### config.mk
export PLATFORM = sky130hd
export DESIGN_NAME = rom_share_arbiter_flat
export DESIGN_NICKNAME = d
export VERILOG_FILES = /design/src/rtl/rom_share_arbiter_pkg.sv /design/src/rtl/rom_share_arbiter_if.sv /design/src/rtl/rom_share_arbiter_rr_arbiter.sv /design/src/rtl/rom_share_arbiter.sv /design/src/flat_wrapper.sv
export SDC_FILE = /design/constraint.sdc
export NUM_CORES = 1
export LEC_CHECK = 0
export CORE_AREA = 2 2 77 79
export CTS_CLUSTER_DIAMETER = 100
export DETAILED_ROUTE_END_ITERATION = 12
export DIE_AREA = 0 0 79 81
export PLACE_DENSITY = 0.88
export SETUP_SLACK_MARGIN = 0.15
export SLEW_MARGIN = 10
export SYNTH_ARGS = -nofsm -noshare
export SYNTH_HDL_FRONTEND = slang
export SYNTH_HIERARCHICAL = 1
export SYNTH_SLANG_ARGS = --single-unit
### constraint.sdc
create_clock -name clk -period 4.2 [get_ports clk]
set_input_delay 0.63 -clock clk [delete_from_list [all_inputs] [get_ports clk]]
set_output_delay 0.63 -clock clk [all_outputs]
set_load 0.03 [all_outputs]
### src/rtl/rom_share_arbiter_pkg.sv
// rc4_rom_arb_pkg: shared types for the ROM-sharing arbiter.
//   arb_state_t  : controller states (IDLE / ACTIVE / DRAIN)
//   req_id_w()   : requester-id width for a given number of requesters
//   pipe_entry_t : one read-latency pipeline slot {valid, id}
//   CNT_W        : width of each per-core grant counter
package rc4_rom_arb_pkg;

  typedef enum logic [1:0] {
    IDLE   = 2'd0,
    ACTIVE = 2'd1,
    DRAIN  = 2'd2
  } arb_state_t;

  // Widest requester id supported (up to 8 cores).
  localparam int ID_W_MAX = 3;
  localparam int CNT_W    = 16;

  function automatic int req_id_w(input int num_req);
    return (num_req > 1) ? $clog2(num_req) : 1;
  endfunction

  typedef struct packed {
    logic                valid;
    logic [ID_W_MAX-1:0] id;
  } pipe_entry_t;

endpackage

### src/rtl/rom_share_arbiter_if.sv
// rom_share_arbiter_if: request/response and ROM-side bundle of the arbiter.
//   halt, req, req_addr        : core side requests (master drives)
//   gnt, rsp_valid, rsp_data   : core side grants and returned bytes
//   rom_addr, rom_rden, rom_q  : single-port ROM connection
//   busy, grant_cnt            : status
// Modports: slave = arbiter, master = cores/ROM/testbench.
interface rom_share_arbiter_if
  import rc4_rom_arb_pkg::*;
#(
  parameter int NUM_REQ = 4,
  parameter int ADDR_W  = 5,
  parameter int DATA_W  = 8
);
  logic                      halt;
  logic [NUM_REQ-1:0]        req;
  logic [NUM_REQ*ADDR_W-1:0] req_addr;
  logic [NUM_REQ-1:0]        gnt;
  logic [NUM_REQ-1:0]        rsp_valid;
  logic [DATA_W-1:0]         rsp_data;
  logic [ADDR_W-1:0]         rom_addr;
  logic                      rom_rden;
  logic [DATA_W-1:0]         rom_q;
  logic                      busy;
  logic [NUM_REQ*CNT_W-1:0]  grant_cnt;

  modport slave (
    input  halt, req, req_addr, rom_q,
    output gnt, rsp_valid, rsp_data, rom_addr, rom_rden, busy, grant_cnt
  );

  modport master (
    output halt, req, req_addr, rom_q,
    input  gnt, rsp_valid, rsp_data, rom_addr, rom_rden, busy, grant_cnt
  );
endinterface

### src/rtl/rom_share_arbiter_rr_arbiter.sv
// rr_arbiter: purely combinational round-robin pick.
//   i_req    : request vector
//   i_ptr    : highest-priority index this cycle
//   o_gnt    : one-hot grant (zero when no request)
//   o_winner : encoded index of the granted requester
//   o_any    : 1 when something is granted
module rr_arbiter
  import rc4_rom_arb_pkg::*;
#(
  parameter int NUM_REQ = 4,
  parameter int ID_W    = req_id_w(NUM_REQ)
) (
  input  logic [NUM_REQ-1:0] i_req,
  input  logic [ID_W-1:0]    i_ptr,
  output logic [NUM_REQ-1:0] o_gnt,
  output logic [ID_W-1:0]    o_winner,
  output logic               o_any
);

  logic [ID_W-1:0] w_idx;

  // Walk from the farthest candidate back to the pointer so the closest
  // requester at or above the pointer overwrites any earlier pick.
  always_comb begin
    o_gnt    = '0;
    o_winner = '0;
    o_any    = 1'b0;
    w_idx    = '0;
    for (int k = NUM_REQ - 1; k >= 0; k--) begin
      w_idx = ID_W'((int'(i_ptr) + k) % NUM_REQ);
      if (i_req[w_idx]) begin
        o_gnt        = '0;
        o_gnt[w_idx] = 1'b1;
        o_winner     = w_idx;
        o_any        = 1'b1;
      end
    end
  end

endmodule

### src/rtl/rom_share_arbiter.sv
// rom_share_arbiter: shares one single-port ROM (registered address, RD_LAT
// cycles to rom_q) between NUM_REQ cores. Round-robin, one read per cycle,
// responses returned RD_LAT+1 cycles after the grant, in grant order.
//   clk, reset_n : clock, asynchronous active-low reset
//   bus (slave)  : halt/req/req_addr in, gnt/rsp_valid/rsp_data out,
//                  rom_addr/rom_rden out, rom_q in, busy/grant_cnt out
// Build option: ROM_ARB_STATS_EN enables saturating 16-bit per-core grant
// counters; without it grant_cnt is tied to zero.
//
// state  | meaning
// IDLE   | nothing granted, nothing in flight
// ACTIVE | granting reads
// DRAIN  | halted, waiting for in-flight reads to return
module rom_share_arbiter
  import rc4_rom_arb_pkg::*;
#(
  parameter int NUM_REQ = 4,
  parameter int ADDR_W  = 5,
  parameter int DATA_W  = 8,
  parameter int RD_LAT  = 1
) (
  input  logic         clk,
  input  logic         reset_n,
  rom_share_arbiter_if.slave bus
);

  localparam int ID_W = req_id_w(NUM_REQ);

  localparam logic [1:0] ST_IDLE   = IDLE;
  localparam logic [1:0] ST_ACTIVE = ACTIVE;
  localparam logic [1:0] ST_DRAIN  = DRAIN;

  logic [NUM_REQ-1:0] w_req_eff;
  logic [NUM_REQ-1:0] w_gnt;
  logic [ID_W-1:0]    w_winner;
  logic               w_any;
  logic [ADDR_W-1:0]  w_addr_sel;
  logic               w_pipe_busy;
  logic [1:0]         w_state_nxt;

  logic [ID_W-1:0]    r_ptr;
  logic [ADDR_W-1:0]  r_addr_last;
  pipe_entry_t        r_pipe [RD_LAT];
  logic [1:0]         r_state;
  logic [NUM_REQ-1:0] r_rsp_valid;
  logic [DATA_W-1:0]  r_rsp_data;

  // Halt blocks new grants in the same cycle.
  assign w_req_eff = bus.halt ? '0 : bus.req;

  rr_arbiter #(
    .NUM_REQ (NUM_REQ),
    .ID_W    (ID_W)
  ) u_rr (
    .i_req    (w_req_eff),
    .i_ptr    (r_ptr),
    .o_gnt    (w_gnt),
    .o_winner (w_winner),
    .o_any    (w_any)
  );

  assign w_addr_sel = bus.req_addr[int'(w_winner) * ADDR_W +: ADDR_W];

  assign bus.gnt      = w_gnt;
  assign bus.rom_rden = w_any;
  // The ROM registers its address, so the port keeps the last granted
  // address between grants.
  assign bus.rom_addr = w_any ? w_addr_sel : r_addr_last;

  always_ff @(posedge clk or negedge reset_n) begin
    if (!reset_n) begin
      r_ptr       <= '0;
      r_addr_last <= '0;
    end else if (w_any) begin
      r_ptr       <= (w_winner == ID_W'(NUM_REQ - 1)) ? '0 : w_winner + 1'b1;
      r_addr_last <= w_addr_sel;
    end
  end

  // One slot per ROM latency cycle; the tail lines up with valid rom_q.
  always_ff @(posedge clk or negedge reset_n) begin
    if (!reset_n) begin
      for (int k = 0; k < RD_LAT; k++) r_pipe[k] <= '0;
    end else begin
      r_pipe[0] <= {w_any, ID_W_MAX'(w_winner)};
      for (int k = 1; k < RD_LAT; k++) r_pipe[k] <= r_pipe[k-1];
    end
  end

  always_comb begin
    w_pipe_busy = 1'b0;
    for (int k = 0; k < RD_LAT; k++) w_pipe_busy = w_pipe_busy | r_pipe[k].valid;
  end

  always_ff @(posedge clk or negedge reset_n) begin
    if (!reset_n) begin
      r_rsp_valid <= '0;
      r_rsp_data  <= '0;
    end else if (r_pipe[RD_LAT-1].valid) begin
      r_rsp_valid <= NUM_REQ'(1) << r_pipe[RD_LAT-1].id;
      r_rsp_data  <= bus.rom_q;
    end else begin
      r_rsp_valid <= '0;
    end
  end

  assign bus.rsp_valid = r_rsp_valid;
  assign bus.rsp_data  = r_rsp_data;

  always_comb begin
    w_state_nxt = r_state;
    case (r_state)
      ST_IDLE:   if (w_any) w_state_nxt = ST_ACTIVE;
      ST_ACTIVE: begin
        if (bus.halt && w_pipe_busy)    w_state_nxt = ST_DRAIN;
        else if (!w_any && !w_pipe_busy) w_state_nxt = ST_IDLE;
      end
      ST_DRAIN: begin
        if (!w_pipe_busy)   w_state_nxt = ST_IDLE;
        else if (!bus.halt) w_state_nxt = ST_ACTIVE;
      end
      default:   w_state_nxt = ST_IDLE;
    endcase
  end

  always_ff @(posedge clk or negedge reset_n) begin
    if (!reset_n) r_state <= ST_IDLE;
    else          r_state <= w_state_nxt;
  end

  assign bus.busy = (r_state != ST_IDLE);

`ifdef ROM_ARB_STATS_EN
  logic [CNT_W-1:0] r_cnt [NUM_REQ];

  always_ff @(posedge clk or negedge reset_n) begin
    if (!reset_n) begin
      for (int i = 0; i < NUM_REQ; i++) r_cnt[i] <= '0;
    end else begin
      for (int i = 0; i < NUM_REQ; i++)
        if (w_gnt[i] && (r_cnt[i] != '1)) r_cnt[i] <= r_cnt[i] + 1'b1;
    end
  end

  for (genvar g = 0; g < NUM_REQ; g++) begin : g_cnt
    assign bus.grant_cnt[g*CNT_W +: CNT_W] = r_cnt[g];
  end
`else
  assign bus.grant_cnt = '0;
`endif

endmodule

### src/flat_wrapper.sv
// flat-port wrapper written by rule: the top's interface ports become plain ports
module rom_share_arbiter_flat import rc4_rom_arb_pkg::*;
#(
  parameter int NUM_REQ = 4,
  parameter int ADDR_W  = 5,
  parameter int DATA_W  = 8,
  parameter int RD_LAT  = 1
)
  (clk, reset_n, bus_halt, bus_req, bus_req_addr, bus_rom_q, bus_gnt, bus_rsp_valid, bus_rsp_data, bus_rom_addr, bus_rom_rden, bus_busy, bus_grant_cnt);
  rom_share_arbiter_if #(.NUM_REQ(NUM_REQ), .ADDR_W(ADDR_W), .DATA_W(DATA_W)) bus_i ();
  input  logic clk;
  input  logic reset_n;
  input wire logic [$bits(bus_i.halt)-1:0] bus_halt;
  input wire logic [$bits(bus_i.req)-1:0] bus_req;
  input wire logic [$bits(bus_i.req_addr)-1:0] bus_req_addr;
  input wire logic [$bits(bus_i.rom_q)-1:0] bus_rom_q;
  output wire logic [$bits(bus_i.gnt)-1:0] bus_gnt;
  output wire logic [$bits(bus_i.rsp_valid)-1:0] bus_rsp_valid;
  output wire logic [$bits(bus_i.rsp_data)-1:0] bus_rsp_data;
  output wire logic [$bits(bus_i.rom_addr)-1:0] bus_rom_addr;
  output wire logic [$bits(bus_i.rom_rden)-1:0] bus_rom_rden;
  output wire logic [$bits(bus_i.busy)-1:0] bus_busy;
  output wire logic [$bits(bus_i.grant_cnt)-1:0] bus_grant_cnt;
  assign bus_i.halt = bus_halt;
  assign bus_i.req = bus_req;
  assign bus_i.req_addr = bus_req_addr;
  assign bus_i.rom_q = bus_rom_q;
  assign bus_gnt = bus_i.gnt;
  assign bus_rsp_valid = bus_i.rsp_valid;
  assign bus_rsp_data = bus_i.rsp_data;
  assign bus_rom_addr = bus_i.rom_addr;
  assign bus_rom_rden = bus_i.rom_rden;
  assign bus_busy = bus_i.busy;
  assign bus_grant_cnt = bus_i.grant_cnt;
  rom_share_arbiter #(.NUM_REQ(NUM_REQ), .ADDR_W(ADDR_W), .DATA_W(DATA_W), .RD_LAT(RD_LAT)) u_core (.clk(clk), .reset_n(reset_n), .bus(bus_i));
endmodule
# Yosys cells after proc, flatten, opt, wreduce, memory -nomap -nowiden
# Index checks and enable logic that the tools add are counted.
[totals]
input_bits = 35
reg_bits = 24
output_inout_bits = 87
word_cells = 77
[classes]
reduce_logical = 11
mul = 1
n_shift = 2
magnitude_cmp = 8
add_sub_neg = 4
n_eq_ne = 6
n_mux = 38
[ops]
columns = ["operator", "count"]
rows = [
  ["$shiftx A20 B32 Y5", 1],
  ["$mux W4", 6],
  ["$mux W2", 10],
  ["$lt A2 B3 Y1 const B", 4],
  ["$mux W1", 12],
  ["$bmux W1 S2", 4],
  ["$demux W1 S2", 4],
  ["$ge A2 B1 Y1 const B", 4],
  ["$logic_and A1 B1 Y1", 6],
  ["$pmux W2 S3", 1],
  ["$mul A2 B3 Y5 const B", 1],
  ["$mux W5", 1],
  ["$add A2 B1 Y2 const B", 2],
  ["$add A2 B2 Y2 const B", 2],
  ["$eq A2 B2 Y1 const B", 2],
  ["$shl A1 B2 Y4 const A", 1],
  ["$ne A3 B1 Y1 const B", 1],
  ["$ne A3 B3 Y1 const B", 1],
  ["$reduce_and A3 Y1", 1],
  ["$eq A2 B1 Y1 const B", 1],
  ["$logic_not A1 Y1", 2],
  ["$logic_not A2 Y1", 1],
  ["$ne A2 B1 Y1 const B", 1],
  ["$reduce_bool A2 Y1", 1],
]

# Longest topological paths before layout
# Gate-level depths: netlist (run 1).
[logic_depth]
ltp_word = 12
depth_mapped = 12

# By module
# The synthesis (run 1) kept the hierarchy.
[by_module_without_submodules]
columns = ["module", "cells_each", "area_each_um2", "instances"]
rows = [
  ["rom_share_arbiter", 148, 1557.7, 1],
  ["rr_arbiter", 61, 509.2, 1],
]

# Worst setup path after synthesis (run 1)
# No wires, ideal clock.
[synth_timing]
path_kind = "register -> output"
startpoint = "register u_core.r_ptr[0]"
endpoint = "output port bus_rom_addr[4]"
t_arrival_ns = 2.966
path_stages_with_launch = 11
setup_slack_ns = 0.604
path_buffers = 3
path_cell_list = "dfrtp_1 -> buf_6 -> inv_1 -> ha_1 -> buf_2 -> nor2b_1 -> o211a_1 -> nor3_1 -> buf_6 -> mux2i_1 -> o21ai_0"
[synth_via]
elab_chain_len = 10
elab_cells_between_ends = 22
classes_between = "add/sub (3); mul (1); shift (1); mux (17)"
[synth_rtl]
columns = ["element", "line_no", "rtl"]
rows = [
  ["start, declared", "rom_share_arbiter.sv:41", "logic [ID_W-1:0] r_ptr;"],
  ["start signal, assigned", "rom_share_arbiter.sv:75", "r_ptr <= (w_winner == ID_W'(NUM_REQ - 1)) ? '0 : w_winner + 1'b1;"],
  ["$add A2 B2 Y2", "rom_share_arbiter_rr_arbiter.sv:30", "w_idx = ID_W'((int'(i_ptr) + k) % NUM_REQ);"],
  ["$bmux W1 S2", "rom_share_arbiter_rr_arbiter.sv:31", "if (i_req[w_idx]) begin"],
  ["$mux W1 (implied by the code)", "rom_share_arbiter_rr_arbiter.sv:31", ""],
  ["$mux W2 (3 in series)", "rom_share_arbiter_rr_arbiter.sv:31", ""],
  ["$mux W2 *", "rom_share_arbiter_rr_arbiter.sv:31", ""],
  ["via u_core.w_winner[0]", "rom_share_arbiter.sv:35", "logic [ID_W-1:0] w_winner;"],
  ["$mul A2 B3 Y5 *", "rom_share_arbiter.sv:62", "assign w_addr_sel = bus.req_addr[int'(w_winner) * ADDR_W +: ADDR_W];"],
  ["$shiftx A20 B32 Y5 *", "rom_share_arbiter.sv:62", ""],
  ["$mux W5 *", "n/a", ""],
  ["end, declared", "flat_wrapper.sv:20", "output wire logic [$bits(bus_i.rom_addr)-1:0] bus_rom_addr;"],
]
# Mark *: on every way through the listed nets, which the timed path passes. The rest lies on a longest branch. The select of a mux whose other input is x is not followed.

# Final worst setup path (run 1)
[layout_timing]
startpoint = "input port bus_req[1]"
endpoint = "output port bus_rom_addr[4]"
[layout_via]
elab_chain_len = 10
elab_cells_between_ends = 20
classes_between = "mul (1); shift (1); mux (18)"
[layout_rtl]
columns = ["element", "line_no", "rtl"]
rows = [
  ["start, declared", "flat_wrapper.sv:14", "input wire logic [$bits(bus_i.req)-1:0] bus_req;"],
  ["$mux W4 *", "rom_share_arbiter.sv:49", "assign w_req_eff = bus.halt ? '0 : bus.req;"],
  ["via u_core.w_req_eff[1]", "rom_share_arbiter.sv:33", "logic [NUM_REQ-1:0] w_req_eff;"],
  ["$bmux W1 S2", "rom_share_arbiter_rr_arbiter.sv:31", ""],
  ["$mux W1 (implied by the code)", "rom_share_arbiter_rr_arbiter.sv:31", ""],
  ["$mux W2 (3 in series)", "rom_share_arbiter_rr_arbiter.sv:31", ""],
  ["$mux W2 *", "rom_share_arbiter_rr_arbiter.sv:31", ""],
  ["via u_core.w_winner[0]", "rom_share_arbiter.sv:35", ""],
  ["$mul A2 B3 Y5 *", "rom_share_arbiter.sv:62", ""],
  ["$shiftx A20 B32 Y5 *", "rom_share_arbiter.sv:62", ""],
  ["$mux W5 *", "n/a", ""],
]
# Marks and branches as above.

==> impl_metrics.yaml, run 1 <==
sta:
  max-slew-margin-rel_pct: 64.40
  post-route-min-period_ns: 3.830
  worst_slew_pin_slew_ns: 0.5340
  max_freq_ghz: 0.2611
  fin_ws_ns: 0.3704
  skew_ns: 0.001399
  final_hold_viol_count: 0
  setup_viol: 0
  fin_crit_sh_pct: 91.18
  rsz0062_at_grt: "no"
  slew_viol_final: 0
  setup_tns_ns: 0
place:
  hpwl_um: 3251
  gp_routability_congestion: 0.8340
  pre_cts_slack_ns: 0.01159
  port_buffers: 57
global_route:
  grt_pass1_vias: 1432
  grt_first_pass_wirelength_um: 6534
  antenna_found_initial: 0
  track_usage_pct: 12.72
  grt_start_max_net_pins: 25
  overflow: 0
clock_tree:
  cts_tree: "yes"
  cts_buffer_depth: 2
  clk_pin_slew_ns: 0.08
  post_cts_buffers: 0
  cts-root-buf: "clkbuf_8"
  htreeDepth: 1
  cts_sinks: 24
  postCtsResizedCells: 5
  hold_buffers: 0
  numCtsBuffers: 3
  worstSkewPairLatency_ns: 0.27
worst_setup_path:
  crit_arrival_ns: 3.20
  crit_fanout: 9
  cp-end-kind: "primary output"
  worst_setup_path_start_kind: "primary input"
  required_ns: 3.57
  critPathKind: "primary input to primary output"
route:
  routed_wl_um: 4064
  dr.pass1.iters: 4
  avgRoutedWirePerCell_um: 11.68
  routed_via_density: 4.325
  drtIter0Drc: 86
  vias: 1505
  route.detailed.drc: 0
  ant_nets: 0
die:
  fp.dieW_um: 79
  die_y_um: 81
  start_util_pct: 36.42
  io_pins: 122
  coreArea_um2: 5675
  die_area_um2: 6399
  row_count: 28
synth:
  ys_types: 39
  netlist_top_cells_area: "dfrtp_1 (29%), buf_4 (23%), mux2_2 (6.5%)"
  synth_area_um2: 2067
  synth_top_area_cell: "dfrtp_1"
  yosysTopAreaCellShare_pct: 29.06
  avgSynthCellArea_um2: 9.890
  postSynthCellCount: 209
  yosysWarnings: 6
  seq_area_frac_synth_pct: 29.06
  synth.ff_latch_count: 24
cells_and_area:
  antenna_cells: 0
  layout_commonest_cell: "conb_1"
  nNetsFinal: 318
  syn_to_final_growth_pct: 25.06
  most-common-layout-cells: "conb_1 (64), clkdlybuf4s50_1 (50), dfrtp_1 (24), mux2_2 (12), buf_4 (11)"
  fillerInstances: 531
  drive_gt1_share_pct: 16.12
worst_hold_path:
  min_path_type: "primary input to async pin"
pwr:
  ir_drop_uv: 307.0
  p_leak_nw: 1.223
  p_per_area_nw_per_um2: 573.8
job:
  max_cap_violations: 0
run_status:
  status: "finished clean"
power breakdown:
group          leakage (nW)  switching (W)  internal (W)
logic                 0.897       0.000563      0.000393
registers             0.291      0.0000343      0.000292
clock network        0.0357      0.0000731      0.000127
routing by layer:
metal  track usage [%]  wire length, um  vias to the layer above
met5                 0                0                        -
met4             3.103               27                        0
met3             2.000              240                        2
met2             25.42             2217                       65
met1             13.93             1578                      724
li1                  -                -                      714
worst paths after layout:
kind,cells past startpoint,slack (ns),endpoint,startpoint
setup reg to reg,10,1.70,u_core/r_ptr[1]$_DFFE_PN0P_,u_core/r_ptr[0]$_DFFE_PN0P_
hold reg to reg,1,0.47,u_core/bus.rsp_valid[1]$_DFF_PN0_,u_core/r_pipe[1]$_DFF_PN0_
min in group clk,1,0.47,u_core/bus.rsp_valid[1]$_DFF_PN0_,u_core/r_pipe[1]$_DFF_PN0_
max in group asynchronous,1,3.51,u_core/r_ptr[1]$_DFFE_PN0P_,reset_n
hold / removal,1,0.33,u_core/bus.rsp_data[3]$_DFFE_PN0P_,reset_n
setup / recovery,10,0.37,bus_rom_addr[4],bus_req[1]
synthesized netlist by cell type:
library cell and count:
buf_4 64, dfrtp_1 24, nor2b_1 13, mux2_2 12
nor2_1 10, a21oi_1 9, ha_1 9, mux2i_1 6
mux2_4 5, a22oi_1 4, a31oi_1 4, buf_6 4
nand2_1 4, nand4_1 4, o21ai_0 4, o21ai_1 4
buf_2 3, and3_1 2, inv_1 2, mux4_2 2
nor3b_1 2, a211o_1 1, and2b_1 1, and3b_1 1
and4_1 1, conb_1 1, mux2i_2 1, mux2i_4 1
nand3_1 1, nand3b_1 1, nor2b_4 1, nor3_1 1
nor4bb_1 1, o211a_1 1, o221ai_1 1, o22ai_1 1
or2_2 1, or3b_2 1, xor2_1 1
registers in the layout, indices dropped and copies added (netlist names):
name,flops
u_core/r_addr_last,5
u_core/r_pipe,2
u_core/w_pipe_busy,1
u_core/bus.rsp_data,8
u_core/r_state,2
u_core/bus.rsp_valid,4
u_core/r_ptr,2
cells by family (layout without fill, tap and decap cells):
group           Yosys count  in the layout  share of synthesized area, %
buf+inv                  73             74                         26.51
simple gates             45             45                         12.95
compound gates           29             29                         8.414
mux                      27             27                         17.01
flops                    24             24                         29.06
fa+ha+maj                 9              9                         5.448
other cells               1             64                        0.1814
xor+xnor                  1              1                        0.4238
final cells by class:
type	count	area, um^2	share of cell area [%]
inverters	2	7.507	0.2904
flip-flops and latches	24	600.6	23.23
well taps	75	93.84	3.630
multi-input cells	175	1167	45.16
repair buffers	68	644.4	24.93
clock inverters	1	30.03	1.162
clock buffers	3	41.29	1.597
metrics by stage:
| step | power [W] | hold slack, ns | cell area (um^2) | util (%) | std cells |
|---|---|---|---|---|---|
| 2_1_floorplan | 0.001048 | 0.3344 | 2303 | - | 272 |
| 3_3_place_gp | 0.001277 | 0.4458 | 2515 | 44.31 | 344 |
| 3_5_place_dp | 0.001299 | 0.4680 | 2515 | 44.31 | 344 |
| 4_1_cts | 0.001490 | 0.4796 | 2580 | 45.46 | 348 |
| 5_1_grt | 0.001584 | 0.3728 | 2585 | 45.55 | 348 |
| 6_report | 0.001483 | 0.3342 | 2585 | 45.55 | 348 |
critical path, cell delays in order:
cell	delay (ns)
clkdlybuf4s50_1	0.41
nor2b_2	0.17
mux4_2	0.50
o211a_1	0.14
nor3_2	0.16
buf_4	0.22
mux2_2	0.35
a21oi_1	0.13
o21ai_0	0.12
dlygate4sd1_1	0.36
Note: power is estimated with default switching activity, not from simulation.
==> inputs of run 2 (changes only) <==
--- a/config.mk
+++ b/config.mk
@@ -5,6 +5,7 @@
 export SDC_FILE = /design/constraint.sdc
 export NUM_CORES = 1
 export LEC_CHECK = 0
+export CAP_MARGIN = 0
 export CORE_AREA = 2 2 77 79
 export CTS_CLUSTER_DIAMETER = 100
 export DETAILED_ROUTE_END_ITERATION = 12
==> results of run 2 <==
Same layout as run 1: the final DEF is identical, and so are final timing and power.
==> inputs of run 3 (changes only) <==
--- a/config.mk
+++ b/config.mk
@@ -5,12 +5,13 @@
 export SDC_FILE = /design/constraint.sdc
 export NUM_CORES = 1
 export LEC_CHECK = 0
+export ABC_AREA = 1
 export CAP_MARGIN = 0
-export CORE_AREA = 2 2 77 79
+export CORE_AREA = 2 2 64 97
 export CTS_CLUSTER_DIAMETER = 100
 export DETAILED_ROUTE_END_ITERATION = 12
-export DIE_AREA = 0 0 79 81
-export PLACE_DENSITY = 0.88
+export DIE_AREA = 0 0 66 99
+export PLACE_DENSITY = 0.87
 export SETUP_SLACK_MARGIN = 0.15
 export SLEW_MARGIN = 10
 export SYNTH_ARGS = -nofsm -noshare
==> run 3 against run 2 <==
  * Sequential cell count stayed put
  * Sequential power rose by 29%
  * Count of clock-buffer cells in the layout unchanged
  * Via count up 21%
  * Final cell count increased by 26%
  * First-iteration DRC count shrank 37%
  * Hold slack better by 0.13 ns
  * Non-clock buffer count is 10 lower
  * Combinational power up 100%
  * Wire length increased by 7.4%
  * Maximum frequency is 3.2% higher
  * Register-to-register slack worse by 0.22 ns
  * Largest cell class unchanged
  * Highest routed layer unchanged
==> impl_metrics.yaml, run 3 <==
run_status:
  status: "finished clean"
route:
  routed_wl_um: 4363
  routed_via_density: 4.159
  ant_nets: 0
  vias: 1826
  avgRoutedWirePerCell_um: 9.938
  route.detailed.drc: 0
  dr.pass1.iters: 6
  drtIter0Drc: 54
synth:
  synth_area_um2: 2157
  synthMostInstantiatedCell: "nand2_1"
  seq_area_frac_synth_pct: 27.84
  synth_edf_count: 0
  synthArstFlopShare_pct: 100.0
  yosysTopAreaCellShare_pct: 27.84
  netlist_top_cells_area: "dfrtp_1 (28%), buf_4 (23%), nand2_1 (16%)"
  synthTopCellsByCount: "nand2_1 (92), buf_4 (65), inv_1 (40)"
  synth.ff_latch_count: 24
  avgSynthCellArea_um2: 6.936
  synth_top_area_cell: "dfrtp_1"
  synth_flop_cell: "dfrtp_1"
  ys_types: 25
  yosysWarnings: 6
  postSynthCellCount: 311
pwr:
  p_leak_nw: 1.445
  ir_drop_uv: 678.9
  p_total_w: 0.002487
  p_per_area_nw_per_um2: 964.6
place:
  hpwl_um: 3645
  port_buffers: 57
  gp_routability_congestion: 0.8628
worst_setup_path:
  crit_arrival_ns: 3.08
  path_delay_family: "buffers and inverters"
  worst_setup_path_start_kind: "primary input"
  slowest_delay_ns: 0.58
  critPathKind: "primary input to primary output"
  path_common_cell: "nand2_1"
  crit_fanout: 14
  required_ns: 3.57
  r2r-start: "u_core/r_ptr[0]$_DFFE_PN0P_"
  slowest_stage: "clkdlybuf4s50_1"
  crit_buf_inv: 5
  cp-end-kind: "primary output"
  startpoint: "bus_halt"
  critical_path.cell_chain: "clkdlybuf4s50_1 > nor2_1 > inv_1 > nand2_1 > nand3_2 > nand2_4 > inv_6 > a21oi_4 > o21ai_2 > inv_2 > nand2_1 > nand3_1 > nand2_1 > nand2_1 > nand2_1 > buf_4"
worst_hold_path:
  min_path_type: "flip-flop to flip-flop"
  hp-start: "u_core/r_pipe[1]$_DFF_PN0_"
sta:
  skew_ns: 0.003846
  rsz0062_at_grt: "no"
  max_freq_ghz: 0.2694
  max-slew-margin-rel_pct: 31.24
  final_hold_viol_count: 0
  slew_viol_final: 0
  fin_crit_sh_pct: 88.37
  setup_tns_ns: 0
  worst_slew_pin_slew_ns: 1.028
  post-route-min-period_ns: 3.712
  setup_viol: 0
cells_and_area:
  fillerInstances: 584
  largest_register_ffs: 8
  syn_to_final_growth_pct: 19.55
  nNetsFinal: 413
  drive_gt1_share_pct: 8.174
  layout_commonest_cell: "nand2_1"
  antenna_cells: 0
  most-common-layout-cells: "nand2_1 (92), conb_1 (64), clkdlybuf4s50_1 (52), inv_1 (40), dfrtp_1 (24)"
global_route:
  grt_first_pass_wirelength_um: 6962
  grt_pass1_vias: 1715
  grt_start_max_net_pins: 25
  overflow: 0
  antenna_found_initial: 0
  track_usage_pct: 13.07
die:
  coreArea_um2: 5700
  fp.dieW_um: 66
  io_pins: 122
  start_util_pct: 37.84
  die_area_um2: 6534
  row_count: 34
  die_y_um: 99
clock_tree:
  cts_tree: "yes"
  cts_buffer_depth: 2
  htreeDepth: 1
  numCtsBuffers: 3
  worstSkewPairLatency_ns: 0.26
  hold_buffers: 0
  clk_pin_slew_ns: 0.07
  cts_sinks: 24
  cts-root-buf: "clkbuf_8"
job:
  max_cap_violations: 0
-- run 3: power by group --
group | switching [W] | internal (W)
registers | 0.0000818 | 0.000340
clock network | 0.0000642 | 0.0000639
logic | 0.00128 | 0.000661
-- run 3: final timing paths --
kind | cells after the start | end | slack (ns)
min reg2reg | 1 | u_core/bus.rsp_valid[0]$_DFF_PN0_ | 0.46
min in group asynchronous | 1 | u_core/bus.rsp_data[2]$_DFFE_PN0P_ | 0.93
max | 16 | bus_rom_addr[4] | 0.49
max reg2reg | 14 | u_core/r_addr_last[4]$_DFF_PN0_ | 1.48
min | 1 | u_core/bus.rsp_valid[0]$_DFF_PN0_ | 0.46
max in group asynchronous | 1 | u_core/r_addr_last[3]$_DFF_PN0_ | 2.65
-- run 3: repair_timing --
item,4_1_cts,5_1_grt
setup endpoints to repair,0,5
gates resized for setup,0,1
buffers inserted,0,0
-- run 3: stage by stage --
stage | hold slack (ns) | area [um^2] | cells | setup slack, ns | utilization (%)
3_3_place_gp | 0.4420 | 2534 | 436 | 0.3242 | 44.45
5_1_grt | 0.4953 | 2579 | 439 | 0.2066 | 45.24
6_report | 0.4594 | 2579 | 439 | 0.4885 | 45.24
2_1_floorplan | 0.3344 | 2394 | 374 | 1.227 | -
4_1_cts | 0.4621 | 2575 | 439 | 0.1954 | 45.17
3_5_place_dp | 0.4492 | 2534 | 436 | 0.2270 | 44.45
-- run 3: cells by family after synthesis --
group | Yosys count | synth area share (%)
simple gates | 146 | 29.99
compound gates | 16 | 4.350
fa+ha+maj | 9 | 5.221
buf+inv | 115 | 32.42
flops | 24 | 27.84
other cells | 1 | 0.1738
-- run 3: area by class of cell --
| cell class | instances | area, um^2 | share of cell area, % |
|---|---|---|---|
| timing repair buffer | 58 | 565.5 | 21.93 |
| multi-input combinational | 235 | 1097 | 42.55 |
| tap | 72 | 90.09 | 3.493 |
| clock buffer | 3 | 41.29 | 1.601 |
| inverter | 47 | 183.9 | 7.132 |
| sequential | 24 | 600.6 | 23.29 |
-- run 3: routing by layer --
metal | vias to the layer above | wire (um) | GRT usage [%]
met1 | 809 | 1529 | 12.91
met2 | 89 | 2459 | 26.42
met3 | 8 | 288 | 1.027
met5 | - | 0 | 0
li1 | 920 | - | -
met4 | 0 | 86 | 5.495
